## src/rtl/seg_display_arbiter_if.sv

```systemverilog
// Interface bundle for seg_display_arbiter: two display sources in, multiplexed
// seven-segment drive and overlay handshake out.
interface seg_display_arbiter_if;
  logic [15:0] src0_digits;
  logic [3:0]  src0_dots;
  logic        src1_req;
  logic [15:0] src1_digits;
  logic [3:0]  src1_dots;
  logic        src1_grant;
  logic        src1_done;
  logic        owner;
  logic [3:0]  anode;
  logic [6:0]  segment;
  logic        dot;

  modport master (
    output src0_digits, src0_dots, src1_req, src1_digits, src1_dots,
    input  src1_grant, src1_done, owner, anode, segment, dot
  );

  modport slave (
    input  src0_digits, src0_dots, src1_req, src1_digits, src1_dots,
    output src1_grant, src1_done, owner, anode, segment, dot
  );
endinterface

```

## src/rtl/seg_display_arbiter.sv

```systemverilog
// Four-digit multiplexed seven-segment driver shared between a background source
// and an overlay source; ownership changes only on frame boundaries.
module seg_display_arbiter #(
  parameter int SCAN_DIV     = 100000,
  parameter int BLANK_CYCLES = 16,
  parameter int HOLD_CYCLES  = 200000000
) (
  input  logic                  clock,
  input  logic                  reset,
  seg_display_arbiter_if.slave  bus
);
  localparam int SW = (SCAN_DIV > 1) ? $clog2(SCAN_DIV) : 1;
  localparam int HW = $clog2(HOLD_CYCLES + 1);
  localparam logic [SW-1:0] SCAN_LAST = SW'(SCAN_DIV - 1);
  localparam logic [SW-1:0] BLANK_END = SW'(BLANK_CYCLES);
  localparam logic [HW-1:0] HOLD_MAX  = HW'(HOLD_CYCLES);

  typedef enum logic [1:0] {ST_BG, ST_PENDING, ST_OVL, ST_RELEASING} state_t;

  state_t        state_q, state_d;
  logic [SW-1:0] scan_q, scan_d;
  logic [1:0]    idx_q, idx_d;
  logic [HW-1:0] hold_q, hold_d;
  logic [3:0]    nib_q, nib_d;
  logic          dp_q, dp_d;
  logic [3:0]    anode_q, anode_d;
  logic [6:0]    seg_q, seg_d;
  logic          dot_q, dot_d;
  logic          done_q, done_d;
  logic          frame_tick;
  logic          owner_w;
  logic [15:0]   sel_digits;
  logic [3:0]    sel_dots;

  function automatic logic [6:0] hex7(input logic [3:0] v);
    case (v)
      4'h0: hex7 = 7'b1000000;  4'h1: hex7 = 7'b1111001;
      4'h2: hex7 = 7'b0100100;  4'h3: hex7 = 7'b0110000;
      4'h4: hex7 = 7'b0011001;  4'h5: hex7 = 7'b0010010;
      4'h6: hex7 = 7'b0000010;  4'h7: hex7 = 7'b1111000;
      4'h8: hex7 = 7'b0000000;  4'h9: hex7 = 7'b0010000;
      4'hA: hex7 = 7'b0001000;  4'hB: hex7 = 7'b0000011;
      4'hC: hex7 = 7'b1000110;  4'hD: hex7 = 7'b0100001;
      4'hE: hex7 = 7'b0000110;  default: hex7 = 7'b0001110;
    endcase
  endfunction

  assign owner_w    = (state_q == ST_OVL) || (state_q == ST_RELEASING);
  assign frame_tick = (scan_q == SCAN_LAST) && (idx_q == 2'd3);
  assign sel_digits = owner_w ? bus.src1_digits : bus.src0_digits;
  assign sel_dots   = owner_w ? bus.src1_dots   : bus.src0_dots;

  // Scan timing, slot-start capture and registered display drive.
  always_comb begin
    scan_d  = (scan_q == SCAN_LAST) ? '0 : scan_q + SW'(1);
    idx_d   = (scan_q == SCAN_LAST) ? idx_q + 2'd1 : idx_q;
    nib_d   = nib_q;
    dp_d    = dp_q;
    anode_d = 4'b1111;
    seg_d   = 7'b1111111;
    dot_d   = 1'b1;
    if (scan_q == '0) begin
      nib_d = sel_digits[{idx_q, 2'b00} +: 4];
      dp_d  = sel_dots[idx_q];
    end
    // Lit cycles always follow the capture cycle within the same slot.
    if (scan_d >= BLANK_END) begin
      anode_d[idx_d] = 1'b0;
      seg_d          = hex7(nib_d);
      dot_d          = ~dp_d;
    end
  end

  always_comb begin
    state_d = state_q;
    hold_d  = hold_q;
    done_d  = 1'b0;
    case (state_q)
      ST_BG: if (bus.src1_req) state_d = ST_PENDING;
      ST_PENDING: begin
        if (!bus.src1_req) begin
          state_d = ST_BG;
        end else if (frame_tick) begin
          state_d = ST_OVL;
          hold_d  = '0;
        end
      end
      ST_OVL: begin
        if (hold_q != HOLD_MAX) hold_d = hold_q + HW'(1);
        if (hold_q == HOLD_MAX && !bus.src1_req) state_d = ST_RELEASING;
      end
      default: begin
        if (frame_tick) begin
          state_d = ST_BG;
          done_d  = 1'b1;
        end
      end
    endcase
  end

  always_ff @(posedge clock or negedge reset) begin
    if (!reset) begin
      state_q <= ST_BG;
      scan_q  <= '0;
      idx_q   <= 2'd0;
      hold_q  <= '0;
      nib_q   <= 4'd0;
      dp_q    <= 1'b0;
      anode_q <= 4'b1111;
      seg_q   <= 7'b1111111;
      dot_q   <= 1'b1;
      done_q  <= 1'b0;
    end else begin
      state_q <= state_d;
      scan_q  <= scan_d;
      idx_q   <= idx_d;
      hold_q  <= hold_d;
      nib_q   <= nib_d;
      dp_q    <= dp_d;
      anode_q <= anode_d;
      seg_q   <= seg_d;
      dot_q   <= dot_d;
      done_q  <= done_d;
    end
  end

  assign bus.src1_grant = owner_w;
  assign bus.owner      = owner_w;
  assign bus.src1_done  = done_q;
  assign bus.anode      = anode_q;
  assign bus.segment    = seg_q;
  assign bus.dot        = dot_q;
endmodule
```

## src/flat_wrapper.sv

```systemverilog
// flat-port wrapper written by rule: the top's interface ports become plain ports
module seg_display_arbiter_flat 
#(
  parameter int SCAN_DIV     = 100000,
  parameter int BLANK_CYCLES = 16,
  parameter int HOLD_CYCLES  = 200000000
)
  (clock, reset, bus_src0_digits, bus_src0_dots, bus_src1_req, bus_src1_digits, bus_src1_dots, bus_src1_grant, bus_src1_done, bus_owner, bus_anode, bus_segment, bus_dot);
  seg_display_arbiter_if bus_i ();
  input  logic clock;
  input  logic reset;
  input wire logic [$bits(bus_i.src0_digits)-1:0] bus_src0_digits;
  input wire logic [$bits(bus_i.src0_dots)-1:0] bus_src0_dots;
  input wire logic [$bits(bus_i.src1_req)-1:0] bus_src1_req;
  input wire logic [$bits(bus_i.src1_digits)-1:0] bus_src1_digits;
  input wire logic [$bits(bus_i.src1_dots)-1:0] bus_src1_dots;
  output wire logic [$bits(bus_i.src1_grant)-1:0] bus_src1_grant;
  output wire logic [$bits(bus_i.src1_done)-1:0] bus_src1_done;
  output wire logic [$bits(bus_i.owner)-1:0] bus_owner;
  output wire logic [$bits(bus_i.anode)-1:0] bus_anode;
  output wire logic [$bits(bus_i.segment)-1:0] bus_segment;
  output wire logic [$bits(bus_i.dot)-1:0] bus_dot;
  assign bus_i.src0_digits = bus_src0_digits;
  assign bus_i.src0_dots = bus_src0_dots;
  assign bus_i.src1_req = bus_src1_req;
  assign bus_i.src1_digits = bus_src1_digits;
  assign bus_i.src1_dots = bus_src1_dots;
  assign bus_src1_grant = bus_i.src1_grant;
  assign bus_src1_done = bus_i.src1_done;
  assign bus_owner = bus_i.owner;
  assign bus_anode = bus_i.anode;
  assign bus_segment = bus_i.segment;
  assign bus_dot = bus_i.dot;
  seg_display_arbiter #(.SCAN_DIV(SCAN_DIV), .BLANK_CYCLES(BLANK_CYCLES), .HOLD_CYCLES(HOLD_CYCLES)) u_core (.clock(clock), .reset(reset), .bus(bus_i));
endmodule
```

## config.mk

```make
export PLATFORM = sky130hd
export DESIGN_NAME = seg_display_arbiter_flat
export DESIGN_NICKNAME = d
export VERILOG_FILES = /design/src/rtl/seg_display_arbiter_if.sv /design/src/rtl/seg_display_arbiter.sv /design/src/flat_wrapper.sv
export SDC_FILE = /design/constraint.sdc
export NUM_CORES = 1
export LEC_CHECK = 0
export CORE_MARGIN = 5
export CORE_UTILIZATION = 50
export DETAILED_ROUTE_END_ITERATION = 8
export HOLD_SLACK_MARGIN = 0.08
export PLACE_DENSITY = 0.74
export SYNTH_ARGS = -nofsm -noshare
export SYNTH_HDL_FRONTEND = slang
export SYNTH_SLANG_ARGS = --single-unit
```

## constraint.sdc

```tcl
create_clock -name clock -period 2.9 [get_ports clock]
set_input_delay 0.29 -clock clock [delete_from_list [all_inputs] [get_ports clock]]
set_output_delay 0.29 -clock clock [all_outputs]
set_load 0.005 [all_outputs]
```

# Yosys cells after proc, flatten, opt, wreduce, memory -nomap -nowiden
# Memory sizes are Yosys's and may differ from the RTL's.
# Cells that the tools add are included.
[word_totals]
wordCells = 71
memories = 1
out_inout_bits = 15
regBits = 67
romBits = 112
input_bits = 43
[mem_list]
columns = ["memory", "depth", "word_bits", "rd", "rd_clocked_by_memory_dff", "wr", "line_no", "text"]
rows = [
  ["(name not given)", 16, 7, 1, 0, 0, "seg_display_arbiter.sv:36", "case (v)"],
]
[op_classes]
magnitude_cmp = 4
eq_ne = 13
add_sub_neg = 3
n_shift = 1
muxes = 25
n_bitwise = 2
n_reduce_logical = 12
[op_table]
columns = ["cell", "count"]
rows = [
  ["28-bit 2-to-1 mux", 3],
  ["28-bit one-hot mux with 2 select lines", 1],
  ["28-bit by 1-bit adder with 28-bit output, second input constant", 1],
  ["28-bit equality test, second input constant", 1],
  ["28-bit != test, second input constant", 1],
  ["17-bit by 1-bit adder with 17-bit output, second input constant", 1],
  ["17-bit equality test, second input constant", 1],
  ["17-bit by 5-bit >= comparator with 1-bit output, second input constant", 1],
  ["17-bit zero test", 1],
  ["17-bit 2-to-1 mux", 1],
  ["16-bit 2-to-1 mux", 1],
  ["16-bit by 5-bit indexed part select with 4-bit output", 1],
  ["2-bit 2-to-1 mux", 6],
  ["4-bit 2-to-1 mux", 3],
  ["2-bit != test, second input constant", 4],
  ["4-bit AND reduction", 2],
  ["7-bit 2-to-1 mux", 1],
  ["2-bit equality test, second input constant", 3],
  ["2-bit by 3-bit < comparator with 1-bit output, second input constant", 2],
  ["1-bit 2-to-1 mux", 6],
  ["2-bit one-hot mux with 3 select lines", 1],
  ["4-bit inverter", 1],
  ["4-bit nonzero test", 1],
  ["1-bit logical AND", 3],
  ["13 further kinds", 13],
]

# Depth between registers and ports, before layout
[depth]
word_depth = 8
depth_mapped = 10
ltp_nobuf = 10

# Least setup slack after synthesis
# No wires, ideal clock.
[synth_path]
kind = "reg-to-reg"
from = "register u_core.idx_q[1]"
to = "register u_core.seg_q[0] (netlist: u_core.bus.segment[0])"
arrival_ns = 2.871
slack_ns = -0.059
setup_ns = 0.088
period_less_slack_ns = 2.959
t_required_ns = 2.812
path_stages_with_launch = 11
path_buffers = 1
path_cell_list = "dfrtp_1 buf_2 mux4_2 nor2b_1 a2111oi_0 or2_2 inv_1 ha_1 nor3_1 mux2i_1 o2bb2ai_1"
[synth_via]
elab_chain_len = 4
[synth_lines]
columns = ["element", "line_no", "text"]
rows = [
  ["from (decl)", "seg_display_arbiter.sv:22", "logic [1:0] idx_q, idx_d;"],
  ["from (signal assigned)", "seg_display_arbiter.sv:116", "idx_q <= idx_d;"],
  ["16-bit by 5-bit indexed part select with 4-bit output", "seg_display_arbiter.sv:63", "nib_d = sel_digits[{idx_q, 2'b00} +: 4];"],
  ["4-bit 2-to-1 mux", "seg_display_arbiter.sv:62", "if (scan_q == '0) begin"],
  ["net u_core.nib_d[0]", "seg_display_arbiter.sv:24", "logic [3:0] nib_q, nib_d;"],
  ["memory read 16 x 7 bit", "-", ""],
  ["7-bit 2-to-1 mux", "seg_display_arbiter.sv:67", "if (scan_d >= BLANK_END) begin"],
  ["net u_core.seg_d[0]", "seg_display_arbiter.sv:27", "logic [6:0] seg_q, seg_d;"],
  ["to (signal assigned)", "seg_display_arbiter.sv:121", "seg_q <= seg_d;"],
  ["to (decl)", "seg_display_arbiter.sv:27", ""],
]
# The timed path passes the listed nets, and every way through them passes these cells.
# A chain may end at the register's enable or synchronous reset.

# Worst setup path in the final report
[layout_path]
from = "register u_core.state_q[1]"
to = "register u_core.seg_q[3] (netlist: u_core.bus.segment[3])"
[layout_via]
elab_chain_len = 7
word_cells_on_any_way = 8
cone_classes = "eq/ne (2); shift (1); mux (3); reduce/logical (1); memory (1)"
[layout_lines]
columns = ["element", "line_no", "text"]
rows = [
  ["from (decl)", "seg_display_arbiter.sv:20", "state_t state_q, state_d;"],
  ["from (signal assigned)", "seg_display_arbiter.sv:114", "state_q <= state_d;"],
  ["2-bit equality test", "seg_display_arbiter.sv:48", "assign owner_w = (state_q == ST_OVL) || (state_q == ST_RELEASING);"],
  ["1-bit logical OR (*)", "seg_display_arbiter.sv:48", ""],
  ["16-bit 2-to-1 mux (*)", "seg_display_arbiter.sv:50", "assign sel_digits = owner_w ? bus.src1_digits : bus.src0_digits;"],
  ["16-bit by 5-bit indexed part select with 4-bit output (*)", "seg_display_arbiter.sv:63", ""],
  ["4-bit 2-to-1 mux (*)", "seg_display_arbiter.sv:62", ""],
  ["net u_core.nib_d[1]", "seg_display_arbiter.sv:24", ""],
  ["memory read 16 x 7 bit (*)", "-", ""],
  ["7-bit 2-to-1 mux (*)", "seg_display_arbiter.sv:67", ""],
  ["net u_core.seg_d[3]", "seg_display_arbiter.sv:27", ""],
]
# The timed path passes the listed nets; every way through them passes the cells marked *.

==> run_results.csv <==
group,metric,value,unit
placement,hpwlAfterDp,7.42,mm
critical_path,crit_required,3.16,ns
floorplanning,die_y,100,um
clock_network,cts_num_sinks,67,
global_routing,antenna_found_initial,0,
critical_path,crit_type,"register to register",
global_routing,grt_usage,0.211,
power_and_ir_drop,seq_power_share,0.476,
clock_network,numCtsBuffers,9,
yosys,ys.flop_type,"dfrtp_1",
global_routing,grt_pass1_vias,3432,
floorplanning,die-area,10100,um2
clock_network,post_cts_buffers,0,
yosys,synth.top_cell.area_share,0.337,
critical_path,critical-path-slowest-cell,"dfrtp_1",
critical_path,worstRegToRegCells,11,
final_layout,drive_above_1_share,0.179,
power_and_ir_drop,ir_drop,249,uV
drt,vias,3424,
yosys,ys_ff_latch,67,
critical_path,crit_path_start_kind,"register",
floorplanning,io_pins,58,
drt,dr.pass1.iters,5,
run_status,outcome,"finished clean",
critical_path,critPathBufInv,3,
critical_path,endpoint_kind,"register",
critical_path,crit_arrival,2.95,ns
final_layout,finalCoreUtilization,0.624,
floorplanning,core.rowCount,33,
yosys,synth_edf_count,0,
critical_path,cp.depth,11,
clock_network,cts.path.max_buffers,2,
power_and_ir_drop,p_sw,429,uW
placement,port_buffers,57,
timing,hold_violations,0,
drt,dr.first_iter.drc_count,207,
worst_hold_path,holdCritPathClass,"primary input to async pin",
power_and_ir_drop,p_comb_frac,0.079,
clock_network,cts_root_buf,"clkbuf_8",
timing,holdWs,0.290,ns
yosys,yosys_warnings,0,
critical_path,critPathMostFrequentCell,"buf_4",
clock_network,insertion_delay,0.34,ns
floorplanning,core_area,8090,um2
timing,setup_viol,0,
yosys,synthTopCellsByArea,"dfrtp_1 (34%), dfstp_2 (7.7%), mux4_2 (5.5%)",
global_routing,grt_max_degree,42,
timing,min_period,2.69,ns
global_routing,overflow,0,
timing,fmax,0.372,GHz
final_layout,n_antenna_cell,0,
yosys,synthDistinctLibCells,64,
timing,tns,0,ns
clock_network,cts_tree,"done",
clock_network,clk_pin_slew_worst_paths,0.07,ns
power_and_ir_drop,internal_power,1580,uW
timing,worst_slew_pin_slew,0.544,ns
critical_path,max_stage_delay,0.58,ns
drt,drt_drc_violations_left,0,
drt,wl_per_cell,17.4,um
flow_run,maxCapViolCount,0,
power_and_ir_drop,swShare,0.214,
power_and_ir_drop,power.leakage,0.00197,uW
yosys,netlist_area,4090,um2
final_layout,syn_to_final_growth,23.6,%
timing,slew-limit-headroom,0.635,
clock_network,htreeDepth,3,
placement,gp_congestion,0.898,
power_and_ir_drop,powerDensity,398,nW/um2
power_and_ir_drop,clkPwrFrac,0.444,
drt,ant_nets,0,
yosys,synthCells,399,
timing,rsz0062_at_grt,"false",
timing,finClkSkew,0.00906,ns
drt,viasPerCell,5.90,
timing,drv_slew,0,
drt,wl,10.1,mm
yosys,seq_area_frac_synth,0.414,
yosys,postSynth.asyncResetShare,1.00,
timing,fin_crit_sh,0.928,
global_routing,grt_pass1_wl,17.0,mm
critical_path,cp_max_fo,9,
final_layout,layout.nets,524,
yosys,avgSynthCellArea,10.2,um2
critical_path,path_cells,"buf_4, mux4_2, nor2b_1, a2111oi_0, buf_4, or2_2, inv_1, ha_1, a21boi_0, a211oi_1, o22ai_1",
floorplanning,initial_utilization,0.505,
yosys,syn_nets,453,
floorplanning,die_w,100,um
critical_path,crit_family,"compound AO/OA/AOI/OAI gates",
yosys,synth_top_cell_by_area,"dfrtp_1",
[routing by layer]
| metal | part of all wire | GRT usage |
|---|---|---|
| met4 | 0.014 | 0.0839 |
| met3 | 0.064 | 0.0396 |
| met5 | 0 | 0 |
| met1 | 0.44 | 0.283 |
| met2 | 0.48 | 0.336 |
[worst reg2reg max path, cell delays in order, from the launching register on]
cell	delay (ns)
dfrtp_1	0.58
buf_4	0.23
mux4_2	0.29
nor2b_1	0.14
a2111oi_0	0.30
buf_4	0.19
or2_2	0.13
inv_1	0.09
ha_1	0.18
a21boi_0	0.14
a211oi_1	0.23
o22ai_1	0.11
[stage by stage]
stage                     total power [uW]  worst slack [ns]  std cells  area (um2)
after floorplan                       1020            0.0533        399        4090
after global placement                1130             0.124        563        4810
after detailed placement              1130            0.0413        563        4810
after CTS                             2030            0.0561        580        5040
after global routing                  2070            0.0150        580        5050
final                                 2010             0.209        580        5050
[sequential cells by signal, summed over array words and instances, names as in the netlist]
name,cells
u_core.nib_q,4
u_core.bus.dot,1
u_core.bus.anode,4
u_core.scan_q,17
u_core.bus.src1_done,1
u_core.hold_q,28
u_core.bus.segment,7
u_core.idx_q,2
u_core.state_q,2
u_core.dp_q,1
[synth_stat cells, types with 2 or more instances]
| master | count |
|---|---|
| a2111oi_0 | 2 |
| a2111oi_2 | 2 |
| a2111oi_4 | 2 |
| a211oi_1 | 9 |
| a21o_1 | 2 |
| a21oi_1 | 14 |
| a31oi_1 | 5 |
| and3_1 | 3 |
| buf_2 | 2 |
| buf_6 | 2 |
| clkbuf_1 | 7 |
| clkbuf_8 | 2 |
| dfrtp_1 | 55 |
| dfstp_2 | 12 |
| ha_1 | 11 |
| inv_1 | 18 |
| mux2_2 | 2 |
| mux2i_1 | 5 |
| mux4_2 | 10 |
| nand2_1 | 27 |
| nand3_1 | 19 |
| nand4_1 | 9 |
| nor2_1 | 39 |
| nor2b_1 | 5 |
| nor3_1 | 16 |
| nor4_1 | 10 |
| nor4_4 | 4 |
| o211ai_1 | 5 |
| o211ai_2 | 2 |
| o21a_1 | 2 |
| o21ai_0 | 17 |
| o21ai_1 | 5 |
| o22ai_1 | 2 |
| or2_2 | 2 |
| or3_1 | 7 |
| or4_1 | 2 |
| or4b_2 | 2 |
| xnor2_1 | 24 |
| xor2_1 | 10 |
[power groups by stage]
| stage | combinational, uW | sequential [uW] | clock [uW] |
|---|---|---|---|
| 4_1_cts | 161 | 957 | 908 |
| 2_1_floorplan | 47.5 | 976 | 0 |
| 6_report | 159 | 957 | 893 |
| 3_3_place_gp | 154 | 974 | 0 |
| 5_1_grt | 174 | 958 | 937 |
| 3_5_place_dp | 159 | 974 | 0 |
[cell usage in the layout (no fill, tap or decap), types with 11 or more instances in the layout]
| master | Yosys | final |
|---|---|---|
| nand3_1 | 19 | 19 |
| dfstp_2 | 12 | 12 |
| xnor2_1 | 24 | 24 |
| o21ai_0 | 17 | 17 |
| a21oi_1 | 14 | 14 |
| nor2_1 | 39 | 39 |
| ha_1 | 11 | 11 |
| buf_4 | 1 | 17 |
| dfrtp_1 | 55 | 54 |
| inv_1 | 18 | 18 |
| nand2_1 | 27 | 27 |
| nor3_1 | 16 | 16 |
| clkdlybuf4s50_1 | 0 | 56 |
| clkbuf_8 | 2 | 11 |
[cell families (layout without fill, tap and decap cells)]
logic type      count (synthesis)  after routing  synth area share
flops                          67             67             0.414
compound gates                 80             80             0.144
fa+ha+maj                      11             11            0.0337
xor+xnor                       34             34            0.0728
mux                            17             17            0.0729
simple gates                  156            156             0.219
buf+inv                        34            110            0.0435
[area by class of cell]
type	count	area, um2
fill	659	3040
multi-input combinational	298	2220
sequential	67	1690
timing repair buffer	75	703
clock buffer	12	155
tap	105	131
clock inverter	4	72.6
inverter	19	71.3
[what timing repair did]
| action | in CTS | in global routing |
|---|---|---|
| endpoints found under the setup margin | 0 | 3 |
| resized for setup | 0 | 2 |
| endpoints found under the hold margin | 26 | 0 |
| hold buffers | 1 | 0 |
[final timing paths]
check / from / endpoint / slack (ns)
min in group clock: u_core.hold_q[21] / u_core.hold_q[21] / 0.53
min reg2reg: u_core.hold_q[21] / u_core.hold_q[21] / 0.53
max: u_core.state_q[1] / u_core.bus.segment[3] / 0.21
max in group asynchronous: reset / u_core.idx_q[1] / 1.87
min: reset / u_core.hold_q[25] / 0.29
max reg2reg: u_core.state_q[1] / u_core.bus.segment[3] / 0.21
No activity file was read; power rests on OpenSTA's default activity.
